===== src/rtl/jk_excite_ctrl.sv =====
// jk_excite_ctrl: computes per-bit J/K excitation that walks a modelled
// WIDTH-bit JK register toward a commanded target, either in a single jump
// or by counting up one per cycle (wrapping through all-ones).
// Optional build macro: JK_TOGGLE_EN -- changed bits use J=K=1 (toggle)
// instead of set/reset encoding. The q/done/steps/busy sequences are the
// same either way; only j/k differ.
//
// state | meaning
// ------+----------------------------------------------------------
// IDLE  | waiting for a command, cmd_ready high
// DRIVE | applying one JK edge per cycle until q reaches the target
// DONE  | one-cycle completion pulse, q holds, then back to IDLE
module jk_excite_ctrl #(
  parameter int WIDTH = 4
) (
  input  logic             clk,
  input  logic             rst,
  input  logic             cmd_valid,
  output logic             cmd_ready,
  input  logic             cmd_mode,
  input  logic [WIDTH-1:0] cmd_tgt,
  output logic [WIDTH-1:0] j,
  output logic [WIDTH-1:0] k,
  output logic [WIDTH-1:0] q,
  output logic             busy,
  output logic             done,
  output logic [7:0]       steps
);

  localparam logic [1:0] ST_IDLE  = 2'd0;
  localparam logic [1:0] ST_DRIVE = 2'd1;
  localparam logic [1:0] ST_DONE  = 2'd2;

  localparam logic [WIDTH-1:0] ONE = {{(WIDTH-1){1'b0}}, 1'b1};

  logic [1:0]       state_q, state_d;
  logic [WIDTH-1:0] q_q, q_d;
  logic [WIDTH-1:0] j_q, j_d;
  logic [WIDTH-1:0] k_q, k_d;
  logic [WIDTH-1:0] tgt_q, tgt_d;
  logic             mode_q, mode_d;
  logic [7:0]       steps_q, steps_d;

  logic [WIDTH-1:0] next_val;
  logic [WIDTH-1:0] chg;
  logic [WIDTH-1:0] j_exc;
  logic [WIDTH-1:0] k_exc;
  logic [WIDTH-1:0] q_jk;

  // Excitation for one DRIVE edge, and the JK characteristic applied to it
  always_comb begin
    next_val = mode_q ? (q_q + ONE) : tgt_q;
    chg      = q_q ^ next_val;
`ifdef JK_TOGGLE_EN
    j_exc    = chg;
    k_exc    = chg;
`else
    j_exc    = chg & next_val;
    k_exc    = chg & q_q;
`endif
    // q is updated through the JK equation rather than copied from next_val,
    // so the model really exercises the excitation it publishes.
    q_jk     = (j_exc & ~q_q) | (~k_exc & q_q);
  end

  // Next-state and datapath decode
  always_comb begin
    state_d = state_q;
    q_d     = q_q;
    j_d     = '0;
    k_d     = '0;
    tgt_d   = tgt_q;
    mode_d  = mode_q;
    steps_d = steps_q;
    case (state_q)
      ST_IDLE: begin
        if (cmd_valid) begin
          tgt_d   = cmd_tgt;
          mode_d  = cmd_mode;
          steps_d = 8'd0;
          state_d = (cmd_tgt == q_q) ? ST_DONE : ST_DRIVE;
        end
      end
      ST_DRIVE: begin
        q_d     = q_jk;
        j_d     = j_exc;
        k_d     = k_exc;
        steps_d = (steps_q == 8'hFF) ? steps_q : steps_q + 8'd1;
        if (next_val == tgt_q) state_d = ST_DONE;
      end
      ST_DONE: begin
        state_d = ST_IDLE;
      end
      default: begin
        state_d = ST_IDLE;
      end
    endcase
  end

  // State and datapath registers, async active-high reset
  always_ff @(posedge clk or posedge rst) begin
    if (rst) begin
      state_q <= ST_IDLE;
      q_q     <= '0;
      j_q     <= '0;
      k_q     <= '0;
      tgt_q   <= '0;
      mode_q  <= 1'b0;
      steps_q <= 8'd0;
    end else begin
      state_q <= state_d;
      q_q     <= q_d;
      j_q     <= j_d;
      k_q     <= k_d;
      tgt_q   <= tgt_d;
      mode_q  <= mode_d;
      steps_q <= steps_d;
    end
  end

  // Handshake/status decoded from the state register only
  always_comb begin
    cmd_ready = (state_q == ST_IDLE);
    busy      = (state_q != ST_IDLE);
    done      = (state_q == ST_DONE);
    q         = q_q;
    j         = j_q;
    k         = k_q;
    steps     = steps_q;
  end

endmodule


===== config.mk =====
export PLATFORM = sky130hd
export DESIGN_NAME = jk_excite_ctrl
export DESIGN_NICKNAME = d
export VERILOG_FILES = /design/src/rtl/jk_excite_ctrl.sv
export SDC_FILE = /design/constraint.sdc
export NUM_CORES = 1
export LEC_CHECK = 0
export BUFFER_PORTS_ARGS = -buffer_cell sky130_fd_sc_hd__buf_2
export CORE_ASPECT_RATIO = 1.5
export CORE_MARGIN = 2
export CORE_UTILIZATION = 39
export CTS_BUF_LIST = sky130_fd_sc_hd__clkbuf_8
export DETAILED_ROUTE_END_ITERATION = 6
export PLACE_DENSITY = 0.61
export SYNTH_ARGS = -nofsm -noshare
export SYNTH_HDL_FRONTEND = slang
export SYNTH_SLANG_ARGS = --single-unit
export TNS_END_PERCENT = 100

===== constraint.sdc =====
create_clock -name clk -period 1.7 [get_ports clk]
set_input_delay 0.255 -clock clk [delete_from_list [all_inputs] [get_ports clk]]
set_output_delay 0.255 -clock clk [all_outputs]
set_load 0.05 [all_outputs]

==> results.py, run 1 <==
metrics = {
    "floorplanning": {
        "core_region_area_mm2": 0.00319,
        "fp-row-count": 25,
        "dieHeight_um": 75.3,
        "die_x_um": 51.5,
        "start_util": 0.415,
        "die_area_mm2": 0.00388,
        "io-pin-count": 31,
    },
    "final_layout": {
        "layout-drive-gt1-share": 0.292,
        "fillCellCount": 321,
        "area_growth_pct": 23.0,
        "multi_input_area_um2": 616,
        "final_nets": 182,
        "seqCellArea_um2": 679,
        "design_area_mm2": 0.00163,
        "fin_util": 0.510,
        "stdcell_count": 211,
        "diodes": 0,
    },
    "worst_setup_path": {
        "rr_endpoint": "steps[6]",
        "r2r_cells": 5,
        "cp_data_required_time_ps": 1910,
        "crit_fanout": 7,
        "cp-end-kind": "flop",
        "cp-endpoint": "steps[6]",
        "critPathKind": "flop to flop",
        "reg2reg_from": "steps[0]",
        "startpoint": "steps[0]",
        "r2r_setup_slack_ps": 90,
        "crit_path_start_kind": "flop",
        "worst_ep_arrival_time_ps": 1820,
    },
    "cts": {
        "cts.sinks": 27,
        "clock_path_buffers": 2,
        "root_buffer": "clkbuf_8",
        "clkTransAtPathRegs_ps": 90,
        "htreeDepth": 1,
        "clock_latency_ps": 270,
        "cts_tree": "done",
        "cts_buffers": 3,
        "hold_buffers": 0,
    },
    "timing": {
        "max_freq_mhz": 621,
        "clock_skew_ps": 3.07,
        "timing.hold.ws_ps": 28.4,
        "timing.final.crit_share": 0.947,
        "slew_viol_final": 0,
        "period_minus_slack_ps": 1610,
        "slew_headroom": 0.684,
        "finalWorstSetupSlack_ps": 90.9,
        "final-setup-viol-count": 0,
        "worst_pin_slew_ps": 474,
        "hold_violations": 0,
    },
    "placement": {
        "placedInstanceArea_mm2": 0.00153,
        "hpwlAfterDp_mm": 2.03,
        "port_buffers": 30,
        "placed_cells": 204,
        "place.gp.congestion": 0.787,
        "dp_slack_ps": 41.0,
    },
    "routing": {
        "drc_errors": 0,
        "vias_per_cell": 5.18,
        "wire_per_inst_um": 13.3,
        "wl_mm": 2.80,
        "drt_iter0_markers": 30,
        "postRouteAntennaNets": 0,
        "dr_total_vias": 1094,
        "first_pass_iters": 4,
    },
    "synth": {
        "synth_area_leaders": "dfrtp_1 (51%), nand2_1 (6.5%), xor2_1 (4.6%)",
        "synthArstFlopShare": 1.00,
        "synth_edf_count": 0,
        "synth-main-ff-cell": "dfrtp_1",
        "synth.distinct_cells": 33,
        "synth.avg_cell_area_um2": 9.80,
        "syn_inst": 135,
        "synth_seq_area_share": 0.511,
        "yosys_warnings": 0,
        "synth_top_area_cell": "dfrtp_1",
        "yosysTopAreaCellShare": 0.511,
        "synth.most_common_cell": "dfrtp_1",
        "ys_seq_elements": 27,
        "synth_fp_nets": 145,
        "synth_common_cells": "dfrtp_1 (27), nand2_1 (23), o21ai_0 (12), a21oi_1 (7), xor2_1 (7)",
        "syn_area_mm2": 0.00132,
    },
    "global_route": {
        "gr-usage-met1": 0.213,
        "grt_usage": 0.168,
        "met3_usage": 0.0255,
        "grt.overflow.total": 0,
        "grt_pass1_vias": 1071,
        "grt_max_degree": 28,
        "top_usage_layer": "met2",
        "grtUsageMet2": 0.269,
        "grt_pass1_wl_mm": 4.84,
        "antenna_found_initial": 0,
    },
    "power_and_ir_drop": {
        "peakVddDrop_mv": 1.16,
        "power.density_mw_per_mm2": 1880,
        "power.leakage_nw": 0.829,
    },
    "hold_path": {
        "hp-class": "input port to async pin",
    },
    "run": {
        "maxCapViolCount": 0,
    },
    "status": {
        "status": "complete, no violations",
    },
}
==> metrics by stage <==
stage	total power, mW	setup TNS, ps
floorplan	2.29	0
global placement	2.60	0
detailed placement	2.64	0
CTS	3.01	0
global route	3.28	-7.83
finish	3.06	0
==> worst min-delay path by stage <==
stage	from	cells after the start	endpoint	slack [ps]
3_3_place_gp	rst	3	k[2]	330
4_1_cts	rst	3	steps[7]	30
3_5_place_dp	rst	3	j[2]	330
5_1_grt	rst	3	k[2]	60
2_1_floorplan	rst	1	j[0]	310
6_report	rst	3	steps[7]	30
==> layout by cell type, fill, tap and decap left out, types with 2 or more instances in the layout <==
cell	instances
buf_2	30
dfrtp_1	24
nand2_1	23
o21ai_0	12
inv_1	7
xor2_1	7
buf_4	7
a21oi_1	5
nor2_1	4
nand3_1	4
and3_1	4
o31ai_1	3
or4_1	3
nor3_1	3
clkbuf_8	3
dfrtp_2	3
and2_1	2
nand4_1	2
mux2i_1	2
xnor2_1	2
a211oi_1	2
a21oi_2	2
o21a_1	2
ha_1	2
==> state kept, by name, indices dropped and copies added (netlist names) <==
| register | flops |
|---|---|
| k | 4 |
| steps | 8 |
| tgt_q | 4 |
| state_q | 2 |
| mode_q | 1 |
| q | 4 |
| j | 4 |
==> report_power, final <==
| group | switching, mW | internal, mW |
|---|---|---|
| Sequential | 0.238 | 0.840 |
| Clock | 0.192 | 0.162 |
| Combinational | 1.08 | 0.544 |
| Total | 1.51 | 1.55 |
==> cell type report <==
| type | instances | area share |
|---|---|---|
| well taps | 40 | 0.0308 |
| repair buffers | 38 | 0.132 |
| clock buffers | 3 | 0.0254 |
| flip-flops and latches | 27 | 0.418 |
| inverters | 6 | 0.0138 |
| clock inverters | 1 | 0.00231 |
| multi-input cells | 96 | 0.378 |
==> metal layers <==
| metal | wire length (um) | vias up |
|---|---|---|
| li1 | - | 543 |
| met1 | 1200 | 515 |
| met2 | 1390 | 31 |
| met3 | 133 | 5 |
| met4 | 68 | 0 |
| met5 | 0 | - |
==> kinds of logic after synthesis <==
logic type / Yosys count / synth area share
simple gates: 52 / 0.195
compound gates: 30 / 0.141
flops: 27 / 0.511
buf+inv: 12 / 0.0426
xor+xnor: 10 / 0.0766
mux: 2 / 0.0151
fa+ha+maj: 2 / 0.0189
==> critical path, cell delays in order, from the launching register on <==
cell      delay (ps)
dfrtp_2          430
ha_1             220
nand4_1          150
o221ai_4         170
or4_1            440
a21oi_2          140
==> timing repair <==
action / in CTS / in global routing
endpoints found under the hold margin: 0 / 0
gates resized for setup: 0 / 7
buffers inserted: 0 / 3
endpoints found under the setup margin: 0 / 5
Note: power is estimated with default switching activity, not from simulation.
==> run 2: changes to the inputs <==
- ABC_AREA: not set -> 1
- PLACE_DENSITY: 0.61 -> 0.6
==> results.py, run 2 <==
metrics = {
    "worst_setup_path": {
        "cp-end-kind": "flop",
        "crit_path_start_kind": "flop",
        "worst_ep_arrival_time_ps": 1760,
        "crit_fanout": 7,
        "cp_data_required_time_ps": 1900,
        "critPathKind": "flop to flop",
    },
    "routing": {
        "wire_per_inst_um": 11.8,
        "wl_met3_um": 94,
        "drt_iter0_markers": 47,
        "first_pass_iters": 4,
        "postRouteAntennaNets": 0,
        "wl_met1_mm": 1.21,
        "drc_errors": 0,
        "wl_met2_mm": 1.57,
        "dr_total_vias": 1216,
        "wl_mm": 2.90,
        "highest_layer": "met4",
        "vias_per_cell": 4.96,
    },
    "placement": {
        "place.gp.congestion": 0.771,
        "hpwlAfterDp_mm": 2.24,
        "dp_slack_ps": 149,
        "port_buffers": 30,
    },
    "power_and_ir_drop": {
        "peakVddDrop_mv": 0.896,
        "power.leakage_nw": 0.903,
        "p_total_mw": 3.33,
        "power.density_mw_per_mm2": 1950,
    },
    "floorplanning": {
        "dieHeight_um": 79.0,
        "io-pin-count": 31,
        "die_x_um": 54,
        "die_area_mm2": 0.00427,
        "fp-row-count": 27,
        "start_util": 0.401,
        "core_region_area_mm2": 0.00365,
    },
    "final_layout": {
        "final_cell_mix": "nand2_1 (42), buf_2 (30), dfrtp_1 (27)",
        "layout-drive-gt1-share": 0.292,
        "final_common_cell": "nand2_1",
        "fillCellCount": 369,
        "diodes": 0,
        "final_nets": 213,
        "area_growth_pct": 16.5,
        "largest_reg_flops": 8,
    },
    "synth": {
        "syn_inst": 170,
        "synth-main-ff-cell": "dfrtp_1",
        "synth.avg_cell_area_um2": 8.60,
        "synth_seq_area_share": 0.462,
        "yosys_warnings": 0,
        "synth_common_cells": "nand2_1 (42), dfrtp_1 (27), inv_1 (16), nand3_1 (14), nor2_1 (12)",
        "synth_edf_count": 0,
        "synth_fp_nets": 180,
        "synthArstFlopShare": 1.00,
        "synth.distinct_cells": 27,
        "ys_seq_elements": 27,
        "synth_top_area_cell": "dfrtp_1",
        "yosysTopAreaCellShare": 0.462,
        "synth_area_leaders": "dfrtp_1 (46%), nand2_1 (11%), nand3_1 (4.8%)",
        "syn_area_mm2": 0.00146,
        "synth.most_common_cell": "nand2_1",
    },
    "cts": {
        "cts.sinks": 27,
        "root_buffer": "clkbuf_8",
        "hold_buffers": 0,
        "htreeDepth": 1,
        "post_cts_resized": 0,
        "cts_tree": "done",
        "postCtsSetupBuffers": 0,
        "cts_buffers": 3,
        "clock_path_buffers": 2,
        "clock_latency_ps": 270,
        "clkTransAtPathRegs_ps": 90,
    },
    "global_route": {
        "grt_pass1_wl_mm": 4.80,
        "antenna_found_initial": 0,
        "grt_pass1_vias": 1114,
        "grt.overflow.total": 0,
        "grt_max_degree": 28,
        "grt_usage": 0.150,
    },
    "status": {
        "status": "complete, no violations",
    },
    "timing": {
        "hold_violations": 0,
        "final-setup-viol-count": 0,
        "clock_skew_ps": 4.53,
        "period_minus_slack_ps": 1550,
        "timing.final.crit_share": 0.913,
        "max_freq_mhz": 644,
        "worst_pin_slew_ps": 430,
        "slew_headroom": 0.713,
        "fin_tns_setup_ps": 0,
        "rsz0062_at_grt": "no",
        "finalWorstSetupSlack_ps": 147,
        "slew_viol_final": 0,
    },
    "run": {
        "maxCapViolCount": 0,
    },
    "hold_path": {
        "hp-class": "input port to async pin",
    },
}
-- run 2: routing by layer --
layer | GRT usage | up-vias
li1 | - | 614
met1 | 0.175 | 574
met2 | 0.271 | 26
met3 | 0.0169 | 2
met4 | 0.0525 | 0
met5 | 0 | -
-- run 2: logic make-up (layout without fill, tap and decap cells) --
family	count (synthesis)	in the layout	share of synthesized area
and+or+nand+nor	87	87	0.307
DFF	27	27	0.462
buffers and inverters	27	59	0.0838
AOI/OAI and AO/OA	19	19	0.0778
xor gates and xnor gates	7	7	0.0419
adders and majority gates	2	2	0.0171
muxes	1	1	0.0103
-- run 2: critical path, cell delays in order (launching register included) --
cell and delay (ps):
dfrtp_1 470, ha_1 350, inv_1 50, nand3_1 60
nand2_1 60, nor2_1 90, nand3_1 90, nor2_1 160
nor2_1 60, nor2_1 90
-- run 2: area by class of cell --
| cell class | instances | area (um^2) | area share |
|---|---|---|---|
| Sequential cell | 27 | 676 | 0.396 |
| Clock inverter | 1 | 5.00 | 0.00294 |
| Multi-Input combinational cell | 116 | 672 | 0.394 |
| Timing Repair Buffer | 32 | 165 | 0.0969 |
| Tap cell | 43 | 53.8 | 0.0316 |
| Clock buffer | 3 | 41.3 | 0.0242 |
| Inverter | 23 | 91.3 | 0.0536 |
-- run 2: metrics by stage --
step                      utilization  hold WS (ps)  cells  instance area (um^2)
after detailed placement        0.454           338    241                  1660
after floorplan                     -           308    170                  1470
after global routing            0.467          46.8    245                  1700
after global placement          0.454           331    241                  1660
after CTS                       0.467          32.0    245                  1700
final                           0.467          20.9    245                  1700
-- run 2: final timing paths --
kind                            startpoint         end  slack, ps  cells after the start
worst min-delay path                   rst        k[2]         20                      3
worst min register to register    steps[7]    steps[7]        570                      2
max in group asynchronous              rst  state_q[0]       1420                      3
min in group clk                  cmd_mode      mode_q        200                      3
worst max-delay path                  q[1]  state_q[1]        150                      9
worst max register to register        q[1]  state_q[1]        150                      9
-- run 2: where the power goes --
group	switching [mW]	internal [mW]	total [mW]
sequential	0.258	0.852	1.11
clock	0.200	0.164	0.364
combinational	1.34	0.517	1.85
total	1.79	1.53	3.33
